`config.mk`:
```
export PLATFORM = sky130hd
export DESIGN_NAME = hazard_stall_unit_flat
export DESIGN_NICKNAME = d
export VERILOG_FILES = /design/src/rtl/hazard_stall_unit_pkg.sv /design/src/rtl/hazard_stall_unit_if.sv /design/src/rtl/hazard_stall_unit_perf_counter.sv /design/src/rtl/hazard_stall_unit.sv /design/src/flat_wrapper.sv
export SDC_FILE = /design/constraint.sdc
export NUM_CORES = 1
export LEC_CHECK = 0
export CORE_AREA = 4 4 41 43
export DETAILED_ROUTE_END_ITERATION = 10
export DIE_AREA = 0 0 45 47
export PLACE_DENSITY = 0.67
export SYNTH_ARGS = -nofsm -noshare
export SYNTH_HDL_FRONTEND = slang
export SYNTH_SLANG_ARGS = --single-unit
```
`constraint.sdc`:
```
create_clock -name CLK -period 2.52 [get_ports CLK]
set_input_delay 0.378 -clock CLK [delete_from_list [all_inputs] [get_ports CLK]]
set_output_delay 0.378 -clock CLK [all_outputs]
set_load 0.01 [all_outputs]
```
`src/rtl/hazard_stall_unit_pkg.sv`:
```
// rtl/hazard_stall_unit_pkg.sv - shared register-index, stall-word and FSM state types
package cpu_types_pkg;
  localparam int REG_W_DEF = 5;
  typedef logic [REG_W_DEF-1:0] regbits_t;
endpackage

package pipeline_types_pkg;
  // Per-stage latch control word, pc_en is the MSB.
  typedef struct packed {
    logic pc_en;
    logic ifid_en;
    logic ifid_flush;
    logic idex_en;
    logic idex_flush;
    logic exmem_en;
    logic memwb_en;
  } pStall_t;

  typedef enum logic [1:0] {
    RUN      = 2'd0,
    MEM_WAIT = 2'd1,
    HALTED   = 2'd2
  } hz_state_t;

  localparam pStall_t STALL_ALL_EN = '{pc_en: 1'b1, ifid_en: 1'b1, ifid_flush: 1'b0, idex_en: 1'b1,
                                       idex_flush: 1'b0, exmem_en: 1'b1, memwb_en: 1'b1};
  localparam pStall_t STALL_FROZEN = '{default: 1'b0};
  localparam pStall_t STALL_RESET  = '{pc_en: 1'b0, ifid_en: 1'b0, ifid_flush: 1'b1, idex_en: 1'b0,
                                       idex_flush: 1'b1, exmem_en: 1'b0, memwb_en: 1'b0};
endpackage

```
`src/rtl/hazard_stall_unit_if.sv`:
```
// rtl/hazard_stall_unit_if.sv - control-unit to hazard/stall unit signal bundle
interface hazard_stall_unit_if #(
  parameter int REG_W = cpu_types_pkg::REG_W_DEF
);
  import pipeline_types_pkg::*;

  logic             ihit;
  logic             dhit;
  logic [REG_W-1:0] id_rs;
  logic [REG_W-1:0] id_rt;
  logic             id_uses_rt;
  logic             ex_dMemRead;
  logic [REG_W-1:0] ex_wsel;
  logic             ex_redirect;
  logic             mem_dMemRead;
  logic             mem_dMemWrite;
  logic             wb_halt;
  pStall_t          stall;
  logic             halted;

  // Control unit side: presents pipeline status, consumes the stall word.
  modport master (
    output ihit, dhit, id_rs, id_rt, id_uses_rt, ex_dMemRead, ex_wsel,
           ex_redirect, mem_dMemRead, mem_dMemWrite, wb_halt,
    input  stall, halted
  );

  // Hazard unit side.
  modport slave (
    input  ihit, dhit, id_rs, id_rt, id_uses_rt, ex_dMemRead, ex_wsel,
           ex_redirect, mem_dMemRead, mem_dMemWrite, wb_halt,
    output stall, halted
  );
endinterface

```
`src/rtl/hazard_stall_unit_perf_counter.sv`:
```
// rtl/hazard_stall_unit_perf_counter.sv - saturating event counter
module hazard_perf_counter #(
  parameter int CNT_W = 32
) (
  input  logic             CLK,
  input  logic             RST,
  input  logic             inc,
  output logic [CNT_W-1:0] count
);
  logic [CNT_W-1:0] count_q, count_d;

  // Advance on each event, sticking at all-ones instead of wrapping.
  always_comb begin
    count_d = count_q;
    if (inc && (count_q != {CNT_W{1'b1}})) begin
      count_d = count_q + {{(CNT_W-1){1'b0}}, 1'b1};
    end
  end

  // Count register.
  always_ff @(posedge CLK) begin
    if (RST) begin
      count_q <= '0;
    end else begin
      count_q <= count_d;
    end
  end

  assign count = count_q;
endmodule

```
`src/rtl/hazard_stall_unit.sv`:
```
// rtl/hazard_stall_unit.sv - pipeline stall/flush word generator; HAZARD_PERF_CNT_EN adds stall/flush counters
module hazard_stall_unit
  import cpu_types_pkg::*;
  import pipeline_types_pkg::*;
#(
  parameter int REG_W = REG_W_DEF,
  parameter int CNT_W = 32
) (
  input  logic             CLK,
  input  logic             RST,
  hazard_stall_unit_if.slave hz
`ifdef HAZARD_PERF_CNT_EN
  ,
  output logic [CNT_W-1:0] stall_cycles,
  output logic [CNT_W-1:0] flush_count
`endif
);
  hz_state_t state_q, state_d;
  logic      redir_pend_q, redir_pend_d;
  pStall_t   stall;
  logic      halted;
  logic      data_wait;
  logic      load_use;
  logic      redirect;

  // A load in EX feeding the ID instruction; $zero is never a real dependency.
  always_comb begin
    load_use = hz.ex_dMemRead && (hz.ex_wsel != '0) &&
               ((hz.ex_wsel == hz.id_rs) || (hz.id_uses_rt && (hz.ex_wsel == hz.id_rt)));
    data_wait = (hz.mem_dMemRead || hz.mem_dMemWrite) && !hz.dhit;
    redirect  = hz.ex_redirect || redir_pend_q;
  end

  // Prioritised stall word and next state: reset, halt, data wait, redirect, load-use, fetch wait.
  always_comb begin
    stall        = STALL_ALL_EN;
    halted       = 1'b0;
    state_d      = state_q;
    redir_pend_d = redir_pend_q;
    if (RST) begin
      stall   = STALL_RESET;
      state_d = RUN;
    end else if (state_q == HALTED) begin
      stall  = STALL_FROZEN;
      halted = 1'b1;
    end else begin
      if (data_wait) begin
        // Freeze everything; remember a redirect so it is applied once memory completes.
        stall   = STALL_FROZEN;
        state_d = MEM_WAIT;
        if (hz.ex_redirect) begin
          redir_pend_d = 1'b1;
        end
      end else begin
        state_d = RUN;
        if (redirect) begin
          // Younger instructions are squashed, so a coincident load-use needs no bubble.
          stall.ifid_flush = 1'b1;
          stall.idex_flush = 1'b1;
          redir_pend_d     = 1'b0;
        end else if (load_use || !hz.ihit) begin
          stall.pc_en      = 1'b0;
          stall.ifid_en    = 1'b0;
          stall.idex_flush = 1'b1;
        end
      end
      if (hz.wb_halt) begin
        state_d      = HALTED;
        redir_pend_d = 1'b0;
      end
    end
  end

  // State and pending-redirect registers.
  always_ff @(posedge CLK) begin
    if (RST) begin
      state_q      <= RUN;
      redir_pend_q <= 1'b0;
    end else begin
      state_q      <= state_d;
      redir_pend_q <= redir_pend_d;
    end
  end

  assign hz.stall  = stall;
  assign hz.halted = halted;

`ifdef HAZARD_PERF_CNT_EN
  logic stall_inc;
  logic flush_inc;

  // Stalled-cycle and flush events, excluding reset and the halted state.
  always_comb begin
    stall_inc = !RST && (state_q != HALTED) && !stall.pc_en;
    flush_inc = !RST && stall.ifid_flush;
  end

  hazard_perf_counter #(.CNT_W(CNT_W)) u_stall_cnt (
    .CLK   (CLK),
    .RST   (RST),
    .inc   (stall_inc),
    .count (stall_cycles)
  );

  hazard_perf_counter #(.CNT_W(CNT_W)) u_flush_cnt (
    .CLK   (CLK),
    .RST   (RST),
    .inc   (flush_inc),
    .count (flush_count)
  );
`endif
endmodule

```
`src/flat_wrapper.sv`:
```
// flat-port wrapper written by rule: the top's interface ports become plain ports
module hazard_stall_unit_flat import cpu_types_pkg::*; import pipeline_types_pkg::*;
#(
  parameter int REG_W = REG_W_DEF,
  parameter int CNT_W = 32
)
  (CLK, RST, hz_ihit, hz_dhit, hz_id_rs, hz_id_rt, hz_id_uses_rt, hz_ex_dMemRead, hz_ex_wsel, hz_ex_redirect, hz_mem_dMemRead, hz_mem_dMemWrite, hz_wb_halt, hz_stall, hz_halted);
  hazard_stall_unit_if #(.REG_W(REG_W)) hz_i ();
  input  logic CLK;
  input  logic RST;
  input wire logic [$bits(hz_i.ihit)-1:0] hz_ihit;
  input wire logic [$bits(hz_i.dhit)-1:0] hz_dhit;
  input wire logic [$bits(hz_i.id_rs)-1:0] hz_id_rs;
  input wire logic [$bits(hz_i.id_rt)-1:0] hz_id_rt;
  input wire logic [$bits(hz_i.id_uses_rt)-1:0] hz_id_uses_rt;
  input wire logic [$bits(hz_i.ex_dMemRead)-1:0] hz_ex_dMemRead;
  input wire logic [$bits(hz_i.ex_wsel)-1:0] hz_ex_wsel;
  input wire logic [$bits(hz_i.ex_redirect)-1:0] hz_ex_redirect;
  input wire logic [$bits(hz_i.mem_dMemRead)-1:0] hz_mem_dMemRead;
  input wire logic [$bits(hz_i.mem_dMemWrite)-1:0] hz_mem_dMemWrite;
  input wire logic [$bits(hz_i.wb_halt)-1:0] hz_wb_halt;
  output wire logic [$bits(hz_i.stall)-1:0] hz_stall;
  output wire logic [$bits(hz_i.halted)-1:0] hz_halted;
  assign hz_i.ihit = hz_ihit;
  assign hz_i.dhit = hz_dhit;
  assign hz_i.id_rs = hz_id_rs;
  assign hz_i.id_rt = hz_id_rt;
  assign hz_i.id_uses_rt = hz_id_uses_rt;
  assign hz_i.ex_dMemRead = hz_ex_dMemRead;
  assign hz_i.ex_wsel = hz_ex_wsel;
  assign hz_i.ex_redirect = hz_ex_redirect;
  assign hz_i.mem_dMemRead = hz_mem_dMemRead;
  assign hz_i.mem_dMemWrite = hz_mem_dMemWrite;
  assign hz_i.wb_halt = hz_wb_halt;
  assign hz_stall = hz_i.stall;
  assign hz_halted = hz_i.halted;
  hazard_stall_unit #(.REG_W(REG_W), .CNT_W(CNT_W)) u_core (.CLK(CLK), .RST(RST), .hz(hz_i));
endmodule
```
# Word level (Yosys, flattened, before mapping)

Cells that the tools add are included.

Register bits after elaboration: 3
Bits of input ports: 25

Reduce and logical (&&, ||, !) cells: 13
Multiplexer cells: 19
Bitwise gates (word level): 1
Equal/unequal tests: 4

Operators with widths:

| cell                                        | number |
|---|---|
| 7-bit two-way mux                           | 2 |
| 1-bit two-way mux                           | 12 |
| 5-bit equality test                         | 2 |
| 2-bit two-way mux                           | 4 |
| 5-bit nonzero test                          | 1 |
| 1-bit logical AND                           | 4 |
| 1-bit logical OR                            | 4 |
| 3-bit two-way mux                           | 1 |
| 3-bit != test (second input constant)       | 1 |
| 3-bit AND reduction                         | 1 |
| 3-bit nonzero test                          | 1 |
| 2-bit equality test (second input constant) | 1 |
| 1-bit zero test                             | 2 |
| 1-bit inverter                              | 1 |

# Longest topological paths before layout

Word-level depth: 10
Mapped depth: 5

# Worst setup path after synthesis

Ideal clock, no wire load.

Kind: input to output
From: in hz_mem_dMemWrite
To: out hz_stall[6]
Path buffers: 1
Arrival time: 1.525 ns
Required time: 2.142 ns
Setup slack: 0.617 ns
Stages: 5
Cell sequence: o21ba_2 -> nor3_1 -> o31a_1 -> o21a_1 -> buf_4

Word-level cells in the longest chain between the ends: 5

RTL lines:

| what              | RTL line                | source |
|---|---|---|
| start, declared   | flat_wrapper.sv:20      | `input wire logic [$bits(hz_i.mem_dMemWrite)-1:0] hz_mem_dMemWrite;` |
| 1-bit logical OR  | hazard_stall_unit.sv:30 | `data_wait = (hz.mem_dMemRead \|\| hz.mem_dMemWrite) && !hz.dhit;` |
| 1-bit logical AND | hazard_stall_unit.sv:30 |  |
| 3-bit two-way mux | hazard_stall_unit.sv:47 | `if (data_wait) begin` |
| 7-bit two-way mux | hazard_stall_unit.sv:43 | `end else if (state_q == HALTED) begin` |
| 7-bit two-way mux | hazard_stall_unit.sv:40 | `if (RST) begin` |
| end, declared     | flat_wrapper.sv:22      | `output wire logic [$bits(hz_i.stall)-1:0] hz_stall;` |

Every way passes these cells.

# Worst setup path in the final report

From: in hz_ex_wsel[3]
To: out hz_stall[2]

Word-level cells in the longest chain between the ends: 10
Elaborated cells between the ends (all ways): 13

RTL lines:

| what                | RTL line                | source |
|---|---|---|
| start, declared     | flat_wrapper.sv:17      | `input wire logic [$bits(hz_i.ex_wsel)-1:0] hz_ex_wsel;` |
| 5-bit equality test | hazard_stall_unit.sv:29 | `((hz.ex_wsel == hz.id_rs) \|\| (hz.id_uses_rt && (hz.ex_wsel == hz.id_rt)));` |
| 1-bit logical AND   | hazard_stall_unit.sv:29 |  |
| 1-bit logical OR    | hazard_stall_unit.sv:29 |  |
| 1-bit logical AND * | hazard_stall_unit.sv:28 | `load_use = hz.ex_dMemRead && (hz.ex_wsel != '0) &&` |
| 1-bit logical OR *  | hazard_stall_unit.sv:61 | `end else if (load_use \|\| !hz.ihit) begin` |
| 1-bit two-way mux * | hazard_stall_unit.sv:61 |  |
| 1-bit two-way mux * | hazard_stall_unit.sv:56 | `if (redirect) begin` |
| 1-bit two-way mux * | hazard_stall_unit.sv:47 |  |
| 7-bit two-way mux * | hazard_stall_unit.sv:43 |  |
| 7-bit two-way mux * | hazard_stall_unit.sv:40 |  |

Mark *: on every way between the ends. The rest lies on a longest branch, timed or not.

==> impl_metrics.json <==
{
  "path_class": "in -> out",
  "syn_nets": 70,
  "fin_tns_setup_ps": 0,
  "drive_gt1_share_pct": 10.8,
  "max-cap-violations": 0,
  "hold_class": "reg -> reg",
  "grt_pass1_vias": 453,
  "syn_to_final_growth_pct": 112,
  "grt-ovfl-total": 0,
  "synth_top_area_share_pct": 23.3,
  "period_minus_slack_ps": 2420,
  "dp_hpwl_um": 907,
  "fin_crit_sh_pct": 96.1,
  "path_cells": "clkdlybuf4s50_1, or4_1, o21a_1, o22ai_1, a41oi_1, dlygate4sd2_1",
  "p_per_area_nw_per_um2": 337,
  "ys_seq_area_share_pct": 17.8,
  "drtAntennaViolNets": 0,
  "cts_made_buffers": 3,
  "drtIter0Drc": 5,
  "clock_latency_ps": 230,
  "final_cell_mix": "clkdlybuf4s50_1, xor2_1, nor2_1, buf_4",
  "cp_slowest_cell": "or4_1",
  "postSynthCellCount": 45,
  "worstPathMaxFanout": 3,
  "clkTransAtPathRegs_ps": 40,
  "antenna_found_initial": 0,
  "fin_nets": 109,
  "grt_max_degree": 7,
  "first_pass_iters": 4,
  "hold_viol": 0,
  "cts_tree": "built",
  "grtUsageTotal_pct": 11.1,
  "layout_commonest_cell": "clkdlybuf4s50_1",
  "drv_slew": 0,
  "root_buffer": "clkbuf_4",
  "synth_area_leaders": "xor2_1, dfxtp_1, nor2_1",
  "outcome": "completed",
  "die-area_sq_um": 2120,
  "reg2reg_slack_ps": 1570,
  "max_freq_ghz": 0.413,
  "dieHeight_um": 47,
  "multiInputGateArea_sq_um": 251,
  "ys_types": 22,
  "relSlewSlack_pct": 74.5,
  "finalWeightedCongestion": 0.748,
  "htree_levels": 1,
  "wl_per_cell_um": 11.3,
  "grt_pass1_wl_um": 1700,
  "fin_ws_ps": 97.8,
  "ys_warn_count": 0,
  "netlist_area_sq_um": 338,
  "syn_avg_cell_area_sq_um": 7.51,
  "clock_skew_ps": 3.07,
  "synth_seq_cells": 3,
  "drc": 0,
  "die_w_um": 45,
  "critical_path_arrival_ps": 2040,
  "pre_cts_slack_ps": -166,
  "via_per_inst": 4.61,
  "cts_sinks": 3,
  "row_count": 13,
  "start_util_pct": 26.0,
  "vias": 452,
  "diodes": 0,
  "clockBufferDepth": 2,
  "port_buffers": 32,
  "slowest_delay_ps": 490,
  "register_area_sq_um": 60.1,
  "nFillCells": 145,
  "grt_setup_unrepaired": "no",
  "tightest_slew_ps": 381,
  "design.core.area_sq_um": 1300,
  "num_io_pins": 33,
  "worstPathRequired_ps": 2140,
  "synth_area_leader_cell": "xor2_1",
  "critPathCaptureType": "output port",
  "startpoint_type": "primary input",
  "routed_wl_um": 1110,
  "setup_viol": 0,
  "p_leak_nw": 0.298,
  "vdd_drop_max_uv": 256
}
[through the flow]
step / instances / hold slack [ps] / total power [mW] / util [%] / cell area (sq um)
global placement: 94 / 524 / 0.164 / 53.2 / 692
CTS: 98 / 548 / 0.247 / 54.9 / 714
finish: 98 / 548 / 0.242 / 55.1 / 717
floorplan: 45 / 450 / 0.0945 / - / 338
detailed placement: 94 / 539 / 0.164 / 53.2 / 692
global route: 98 / 572 / 0.264 / 55.1 / 717
[Yosys cell counts]
master / count
a21oi_1: 1
o21bai_1: 1
o21ba_2: 1
nor2_1: 8
o21a_1: 2
nand3_1: 1
nand2_1: 1
nand2b_1: 1
or4_1: 1
nor2b_1: 1
dfxtp_1: 3
a41oi_1: 1
buf_4: 3
nor4_1: 2
nor3_1: 3
xnor2_1: 1
xor2_1: 9
inv_1: 1
a32oi_1: 1
o31a_1: 1
o22ai_1: 1
o31ai_1: 1
[cells by family after synthesis]
family | Yosys count | share of synthesized area (%)
AO/OA/AOI/OAI | 10 | 23.0
XOR/XNOR | 10 | 25.9
buffers and inverters | 4 | 7.78
flip-flops | 3 | 17.8
AND/OR/NAND/NOR | 18 | 25.6
[critical path, delay by kind of cell]
kind	cells	cell delay, ps
and+or+nand+nor	1	490
buffers and inverters	2	770
AOI/OAI and AO/OA	3	400
[routing by layer]
metal,up-vias,GRT usage (%),routed length (um)
met4,0,1.75,0
met1,190,13.8,503
met3,0,6.13,126
li1,236,-,-
met2,26,17.2,475
met5,-,0,0
[layout make-up]
type | count | area share, %
Tap cell | 15 | 2.62
Inverter | 1 | 0.524
Multi-Input combinational cell | 38 | 35.1
Clock buffer | 4 | 3.66
Sequential cell | 3 | 8.38
Timing Repair Buffer | 37 | 49.7
[state kept, by name, summed over array words and instances (netlist names)]
name,flops
u_core.state_q,2
u_core.redir_pend_q,1
[worst paths after layout]
check / from / end / cells past startpoint
max reg2reg: u_core.state_q[1]$_SDFFE_PP0P_ / u_core.redir_pend_q$_SDFFE_PP0P_ / 3
max: hz_ex_wsel[3] / hz_stall[2] / 6
min reg2reg: u_core.redir_pend_q$_SDFFE_PP0P_ / u_core.redir_pend_q$_SDFFE_PP0P_ / 2
min: u_core.redir_pend_q$_SDFFE_PP0P_ / u_core.redir_pend_q$_SDFFE_PP0P_ / 2
[repair_timing]
item / in CTS / in global routing
setup endpoints to repair: 3 / 1
gates resized for setup: 3 / 1
hold buffers: 0 / 0
buffers inserted: 0 / 0
endpoints found under the hold margin: 0 / 0
[power by group]
group | internal, mW | switching [mW] | leakage [nW]
Combinational | 0.0685 | 0.0403 | 0.258
Clock | 0.0591 | 0.0222 | 0.0150
Sequential | 0.0504 | 0.00133 | 0.0247
No activity file was read; power rests on OpenSTA's default activity.
